### src/rtl/riscv_pkg.sv
// Shared RISC-V pipeline definitions: opcodes, load/store funct3 codes and the
// memory-stage FSM state type. Imported by the pipeline stages and registers.
package riscv_pkg;

  // Major opcodes (instr[6:0])
  localparam logic [6:0] OPC_LOAD  = 7'b0000011;
  localparam logic [6:0] OPC_STORE = 7'b0100011;
  localparam logic [6:0] OPC_JAL   = 7'b1101111;
  localparam logic [6:0] OPC_JALR  = 7'b1100111;

  // Load funct3 codes
  localparam logic [2:0] F3_LB  = 3'b000;
  localparam logic [2:0] F3_LH  = 3'b001;
  localparam logic [2:0] F3_LW  = 3'b010;
  localparam logic [2:0] F3_LBU = 3'b100;
  localparam logic [2:0] F3_LHU = 3'b101;

  // Store funct3 codes
  localparam logic [2:0] F3_SB = 3'b000;
  localparam logic [2:0] F3_SH = 3'b001;
  localparam logic [2:0] F3_SW = 3'b010;

  // Memory-stage handshake FSM
  typedef enum logic [1:0] {
    StIdle = 2'd0,
    StReq  = 2'd1,
    StResp = 2'd2,
    StDone = 2'd3
  } mem_state_e;

endpackage

### src/rtl/lsu_align.sv
// Load/store lane alignment, purely combinational.
// Store side: byte enables, lane-replicated write data and misalignment flag,
//   from the live funct3 and effective address low bits.
// Load side: lane extraction and sign/zero extension of a returned data word,
//   from the funct3 and address low bits captured when the access started.
// Ports:
//   funct3, addr_lo, store_data  -> be, wdata, misaligned
//   ld_funct3, ld_lane, rdata    -> ld_data
module lsu_align
  import riscv_pkg::*;
(
  input  logic [2:0]  funct3,
  input  logic [1:0]  addr_lo,
  input  logic [31:0] store_data,
  output logic [3:0]  be,
  output logic [31:0] wdata,
  output logic        misaligned,
  input  logic [2:0]  ld_funct3,
  input  logic [1:0]  ld_lane,
  input  logic [31:0] rdata,
  output logic [31:0] ld_data
);

  logic [31:0] shifted;
  logic [7:0]  byte_v;
  logic [15:0] half_v;

  // Access size lives in funct3[1:0] for both loads and stores.
  always_comb begin
    be         = 4'b1111;
    wdata      = store_data;
    misaligned = 1'b0;
    case (funct3[1:0])
      F3_SB[1:0]: begin
        be    = 4'b0001 << addr_lo;
        wdata = {4{store_data[7:0]}};
      end
      F3_SH[1:0]: begin
        be         = 4'b0011 << addr_lo;
        wdata      = {2{store_data[15:0]}};
        misaligned = addr_lo[0];
      end
      F3_SW[1:0]: misaligned = (addr_lo != 2'b00);
      default:    misaligned = (addr_lo != 2'b00);
    endcase
  end

  assign shifted = rdata >> {ld_lane, 3'b000};
  assign byte_v  = shifted[7:0];
  assign half_v  = shifted[15:0];

  always_comb begin
    ld_data = rdata;
    case (ld_funct3)
      F3_LB:   ld_data = {{24{byte_v[7]}}, byte_v};
      F3_LH:   ld_data = {{16{half_v[15]}}, half_v};
      F3_LBU:  ld_data = {24'h0, byte_v};
      F3_LHU:  ld_data = {16'h0, half_v};
      F3_LW:   ld_data = rdata;
      default: ld_data = rdata;
    endcase
  end

endmodule

### src/rtl/mem_stage.sv
// Memory-access stage between EX/MEM and MEM/WB. Decodes load/store/jump,
// runs a req/gnt/rvalid handshake to data memory, aligns store data, extracts
// load data, and stalls the pipeline while an access is outstanding.
// Ports:
//   clk, reset (async, active-high)
//   instr_in, pc_in, alu_result_in, rs2_in, regwen_in, valid_in  from EX/MEM
//   instr_out, wb_data_out, regwen_out                           to MEM/WB
//   stall_out, misalign_out                                      pipeline control
//   dmem_req/we/addr/wdata/be out, dmem_gnt/rvalid/rdata in      data memory
module mem_stage
  import riscv_pkg::*;
(
  input  logic        clk,
  input  logic        reset,
  input  logic [31:0] instr_in,
  input  logic [31:0] pc_in,
  input  logic [31:0] alu_result_in,
  input  logic [31:0] rs2_in,
  input  logic        regwen_in,
  input  logic        valid_in,
  output logic [31:0] instr_out,
  output logic [31:0] wb_data_out,
  output logic        regwen_out,
  output logic        stall_out,
  output logic        misalign_out,
  output logic        dmem_req,
  output logic        dmem_we,
  output logic [31:0] dmem_addr,
  output logic [31:0] dmem_wdata,
  output logic [3:0]  dmem_be,
  input  logic        dmem_gnt,
  input  logic        dmem_rvalid,
  input  logic [31:0] dmem_rdata
);

  logic [6:0]  opcode;
  logic [2:0]  funct3;
  logic        is_load, is_store, is_jump, is_mem;
  logic        misaligned, bad_access, mem_go;
  logic [31:0] load_ext;

  mem_state_e  state_q, state_d;
  logic [1:0]  lane_q;
  logic [2:0]  funct3_q;
  logic [31:0] load_buf_q;
  logic        req, stall, capture;

  assign opcode   = instr_in[6:0];
  assign funct3   = instr_in[14:12];
  assign is_load  = (opcode == OPC_LOAD);
  assign is_store = (opcode == OPC_STORE);
  assign is_jump  = (opcode == OPC_JAL) || (opcode == OPC_JALR);
  assign is_mem   = is_load || is_store;

  lsu_align u_lsu_align (
    .funct3     (funct3),
    .addr_lo    (alu_result_in[1:0]),
    .store_data (rs2_in),
    .be         (dmem_be),
    .wdata      (dmem_wdata),
    .misaligned (misaligned),
    .ld_funct3  (funct3_q),
    .ld_lane    (lane_q),
    .rdata      (dmem_rdata),
    .ld_data    (load_ext)
  );

  assign bad_access = valid_in && is_mem && misaligned;
  assign mem_go     = valid_in && is_mem && !misaligned;

  always_ff @(posedge clk or posedge reset) begin
    if (reset) begin
      state_q <= StIdle;
    end else begin
      state_q <= state_d;
    end
  end

  always_comb begin
    state_d = state_q;
    req     = 1'b0;
    stall   = 1'b0;
    capture = 1'b0;
    unique case (state_q)
      StIdle: begin
        if (mem_go) begin
          req     = 1'b1;
          stall   = 1'b1;
          capture = 1'b1;
          if (dmem_gnt) state_d = is_load ? StResp : StDone;
          else          state_d = StReq;
        end
      end
      StReq: begin
        // Upstream holds the instruction, so is_load is still valid here.
        req   = 1'b1;
        stall = 1'b1;
        if (dmem_gnt) state_d = is_load ? StResp : StDone;
      end
      StResp: begin
        stall = 1'b1;
        if (dmem_rvalid) state_d = StDone;
      end
      StDone: state_d = StIdle;
      default: state_d = StIdle;
    endcase
  end

  // Only the lane and funct3 are latched; the rest of the access comes from
  // the stalled EX/MEM register.
  always_ff @(posedge clk or posedge reset) begin
    if (reset) begin
      lane_q     <= 2'b00;
      funct3_q   <= 3'b000;
      load_buf_q <= 32'h0;
    end else begin
      if (capture) begin
        lane_q   <= alu_result_in[1:0];
        funct3_q <= funct3;
      end
      if (state_q == StResp && dmem_rvalid) begin
        load_buf_q <= load_ext;
      end
    end
  end

  // Control outputs forced low while reset is held so an abandoned access
  // cannot re-issue or write back before reset is released.
  assign dmem_req     = req && !reset;
  assign stall_out    = stall && !reset;
  assign misalign_out = bad_access && (state_q == StIdle) && !reset;
  assign regwen_out   = regwen_in && valid_in && !is_store && !bad_access && !reset;

  assign dmem_we   = is_store;
  assign dmem_addr = {alu_result_in[31:2], 2'b00};
  assign instr_out = instr_in;

  always_comb begin
    wb_data_out = alu_result_in;
    if (is_jump)      wb_data_out = pc_in + 32'd4;
    else if (is_load) wb_data_out = load_buf_q;
  end

endmodule
### config.mk
export PLATFORM = sky130hd
export DESIGN_NAME = mem_stage
export DESIGN_NICKNAME = d
export VERILOG_FILES = /design/src/rtl/riscv_pkg.sv /design/src/rtl/lsu_align.sv /design/src/rtl/mem_stage.sv
export SDC_FILE = /design/constraint.sdc
export NUM_CORES = 1
export LEC_CHECK = 0
export CAP_MARGIN = 0
export CORE_AREA = 3 3 116 118
export DETAILED_ROUTE_END_ITERATION = 12
export DIE_AREA = 0 0 119 121
export HOLD_SLACK_MARGIN = 0.03
export PLACE_DENSITY = 0.78
export SLEW_MARGIN = 20
export SYNTH_ARGS = -nofsm -noshare
export SYNTH_HDL_FRONTEND = slang
export SYNTH_SLANG_ARGS = --single-unit
### constraint.sdc
create_clock -name clk -period 4.44 [get_ports clk]
set_clock_uncertainty 0.15 [all_clocks]
set_input_delay 0.666 -clock clk [delete_from_list [all_inputs] [get_ports clk]]
set_output_delay 0.666 -clock clk [all_outputs]
set_load 0.01 [all_outputs]
**Word level (Yosys, flattened, before mapping)**

Index checks and enable logic that the tools add are counted.

- Register bits: 39
- Logic and storage cells: 62
- Bits of input ports: 166

- Shift-type cells: 3
- Add/subtract/negate cells: 1
- Equality and inequality tests: 14
- Multiplexer cells: 16
- Reduce and logical (&&, ||, !) cells: 24

Operators by type and width:

| operator | count |
|---|---|
| $pmux W32 S4 | 1 |
| $mux W32 | 2 |
| $pmux W32 S2 | 1 |
| $add A32 B3 Y32 const B | 1 |
| $shr A32 B5 Y16 | 1 |
| $eq A7 B7 Y1 const B | 2 |
| $logic_and A1 B1 Y1 | 12 |
| $mux W2 | 4 |
| $pmux W2 S4 | 1 |
| $pmux W4 S2 | 1 |
| $eq A7 B2 Y1 const B | 1 |
| $eq A7 B6 Y1 const B | 1 |
| $eq A3 B3 Y1 const B | 2 |
| $ne A2 B2 Y1 const B | 3 |
| $pmux W1 S2 | 3 |
| $eq A2 B1 Y1 const B | 2 |
| $eq A2 B2 Y1 const B | 2 |
| $logic_not A1 Y1 | 4 |
| $logic_not A2 Y1 | 2 |
| $shl A1 B2 Y4 const A | 1 |
| $shl A2 B2 Y4 const A | 1 |
| $eq A3 B1 Y1 const B | 1 |
| $logic_not A3 Y1 | 1 |
| $mux W1 | 3 |
| other kinds (4) | 5 |

**Logic depth before layout (Yosys ltp)**

- Word-level depth: 7
- Depth in mapped cells: 7
- Mapped depth without buffers: 6

**Modules after synthesis**

Synthesis repeated with hierarchy kept, for this count alone.

- Cell total of the unflattened synthesis: 555
- Area, all modules: 4722.0 um^2

Modules (own cells, without submodules):

| module | cells an instance | times used | area an instance (um^2) |
|---|---|---|---|
| mem_stage | 379 | 1 | 3495.9 |
| lsu_align | 176 | 1 | 1226.2 |

**Worst setup path after synthesis**

No wires, ideal clock.

- Kind: input to output
- Start: input instr_in[4]
- End: output wb_data_out[13]
- Path buffers: 2
- Required time: 3.624 ns
- Stages on the path: 7
- Setup slack: 1.567 ns
- Data arrival time: 2.057 ns
- Cells stage by stage: nand3b_1 > nor4_1 > nand2b_1 > clkbuf_1 > buf_2 > mux2i_1 > o21ai_0

- Longest elaborated chain between the ends: 3

RTL lines:

| item | RTL line | text |
|---|---|---|
| from (decl) | mem_stage.sv:15 | `input logic [31:0] instr_in,` |
| $eq A7 B2 Y1 or $eq A7 B7 Y1 (tied branches) | mem_stage.sv:50, mem_stage.sv:52 |  |
| $mux W32 or $logic_or A1 B1 Y1 (tied branches) | mem_stage.sv:141, mem_stage.sv:52 |  |
| $mux W32 * | mem_stage.sv:140 | `if (is_jump) wb_data_out = pc_in + 32'd4;` |
| to (decl) | mem_stage.sv:22 | `output logic [31:0] wb_data_out,` |

Mark *: on every way between the ends. The rest lies on a longest branch, timed or not.

**Worst setup path after layout**

- Start: input pc_in[9]
- End: output wb_data_out[30]

- Longest elaborated chain between the ends: 2

RTL lines:

| item | RTL line | text |
|---|---|---|
| from (decl) | mem_stage.sv:16 | `input logic [31:0] pc_in,` |
| $add A32 B3 Y32 | mem_stage.sv:140 |  |
| $mux W32 | mem_stage.sv:140 |  |

Every way passes these cells.

==> flow_summary.json <==
{
  "status": "completed",
  "layout_commonest_cell": "clkdlybuf4s50_1",
  "cp_max_fo": 10,
  "track_usage_pct": 21.5,
  "clockBufferDepth": 2,
  "num_antenna_cells": 0,
  "synth_area_leaders": "dfrtp_1, mux2i_1, buf_4",
  "die_w_um": 119,
  "routed_wl_um": 16100,
  "startpoint": "pc_in[9]",
  "setup_viol": 0,
  "drv_slew": 0,
  "yosys.area.top_type": "dfrtp_1",
  "drt_iter0_markers": 275,
  "clock_latency_ps": 280,
  "r2r-start": "lane_q[0]",
  "syn_avg_cell_area_um2": 7.98,
  "synth_async_sr_flop_share_pct": 100,
  "max_clock_freq_mhz": 248,
  "path_clk_slew_ps": 60,
  "rows": 41,
  "cp.required_ps": 3620,
  "die_h_um": 121,
  "dieArea_mm2": 0.0144,
  "drt-vias-per-instance": 5.01,
  "period_share_pct": 91.0,
  "place.gp.congestion": 0.863,
  "numCtsBuffers": 5,
  "crit_path_start_kind": "primary input",
  "area_delta_synth_final_pct": 55.9,
  "final_cell_mix": "clkdlybuf4s50_1, mux2i_1, nand2_1",
  "cap_violations": 0,
  "via_count": 4389,
  "period_needed_ps": 4040,
  "nets": 875,
  "drive_gt1_share_pct": 6.11,
  "cp-end-kind": "output port",
  "regArea_um2": 977,
  "grt_max_degree": 40,
  "dp_hpwl_um": 13500,
  "rsz0062_at_grt": "no",
  "slew_headroom_pct": 42.2,
  "worst-setup-path-type": "in -> out",
  "worstMarginPinSlew_ps": 866,
  "min_from": "load_buf_q[18]",
  "final_core_util_pct": 53.0,
  "multiInputGateArea_mm2": 0.00262,
  "ant_nets": 0,
  "io_buffers": 256,
  "initial_utilization_pct": 34.0,
  "ctsResizeCount": 0,
  "grt_pass1_wl_um": 24800,
  "syn-cell-area_mm2": 0.00427,
  "post_cts.repair.setup_buffers": 0,
  "cts_tree": "done",
  "setup_tns_ps": 0,
  "cts_root_buffer": "clkbuf_16",
  "yosysWarnings": 0,
  "min_path_type": "reg -> reg",
  "hold_buffers": 0,
  "synth.top_cell.area_share_pct": 22.9,
  "n_fill_cell": 1152,
  "ir_worst_vdd_mv": 0.160,
  "ys.flop_type": "dfrtp_1",
  "syn_inst": 535,
  "drc": 0,
  "cts.sinks": 39,
  "power.leakage_nw": 2.76,
  "core_mm2": 0.0126,
  "gr-total-overflow": 0,
  "pwr_density_cell_mw_per_mm2": 278,
  "dr.pass1.iters": 4,
  "antenna_found_initial": 0,
  "first_global_vias": 4493,
  "cp.arrival_ps": 3220,
  "hold_viol_final": 0,
  "ys_seq_elements": 39,
  "wl_per_cell_um": 18.4,
  "io_pins": 303,
  "synth_edf_count": 0,
  "yosys.cell_types.count": 39,
  "ys_seq_area_share_pct": 22.9,
  "h-tree-depth": 2
}
==> metrics by stage <==
stage                     power (mW)  instances  cell area, um2  hold WS [ps]  worst slack [ps]
after floorplan                 1.05        536            4270           299              1570
after global placement          1.41        868            6480           323               463
after detailed placement        1.44        868            6480           332               394
after CTS                       1.86        876            6660           344               383
after global routing            1.97        876            6660           381               239
final                           1.85        876            6660           342               402
==> report_power, final <==
group	switching, mW	internal [mW]
logic	0.378	0.419
clock network	0.137	0.279
registers	0.132	0.506
total	0.647	1.20
==> worst max-delay path, stage by stage <==
cell             delay (ps)
clkdlybuf4s50_1         550
nand4_1                 310
nor4_4                  630
nand3_1                 190
xor2_1                  180
mux2i_1                 130
clkdlybuf4s50_1         560
==> logic make-up after synthesis <==
| logic type | share of synthesized area (%) |
|---|---|
| and+or+nand+nor | 19.6 |
| buffers and inverters | 16.2 |
| muxes | 23.1 |
| AOI/OAI and AO/OA | 10.6 |
| DFF | 22.9 |
| xor gates and xnor gates | 5.74 |
| adders and majority gates | 1.76 |
| other | 0.0878 |
==> flip-flops by register name (all words and copies together) (netlist names) <==
signal / cells
lane_q: 2
funct3_q: 3
state_q: 2
load_buf_q: 32
==> Yosys cell counts, drive strengths merged (2+ instances only) <==
cell	n
a22oi	8
xnor2	6
and3	4
or2	2
nor4	5
and4	4
ha	6
o21ai	35
o21bai	2
inv	7
nor3	3
nand2b	5
xor2	22
nand2	61
nor2	31
and2	3
mux2i	74
clkbuf	23
nand3	44
dfrtp	39
buf	81
nand4	11
o22ai	7
mux2	22
a21oi	19
nor2b	2
==> path summary, 6_finish.rpt <==
kind	end	slack (ps)	cells after the start
hold / removal	load_buf_q[18]	340	2
min in group asynchronous	funct3_q[1]	800	3
hold reg to reg	load_buf_q[18]	340	2
max in group asynchronous	funct3_q[1]	2980	3
setup / recovery	wb_data_out[30]	400	7
setup reg to reg	load_buf_q[31]	1850	5
==> cell type report <==
cell class                      count  share of cell area [%]
Timing Repair Buffer              264                    39.8
Multi-Input combinational cell    386                    39.3
Sequential cell                    39                    14.7
Tap cell                          172                    3.23
Clock buffer                        6                    2.09
Clock inverter                      2                   0.526
Inverter                            7                   0.395
==> per-layer routing <==
metal	track usage, %	wire length [um]	part of all wire (%)	vias to the layer above
met5	0	0	0	-
li1	-	-	-	2147
met4	5.72	329	2.0	0
met2	36.5	7860	49	206
met1	27.3	6750	42	2012
met3	5.41	1200	7.5	24
(Power assumes the default switching activity.)
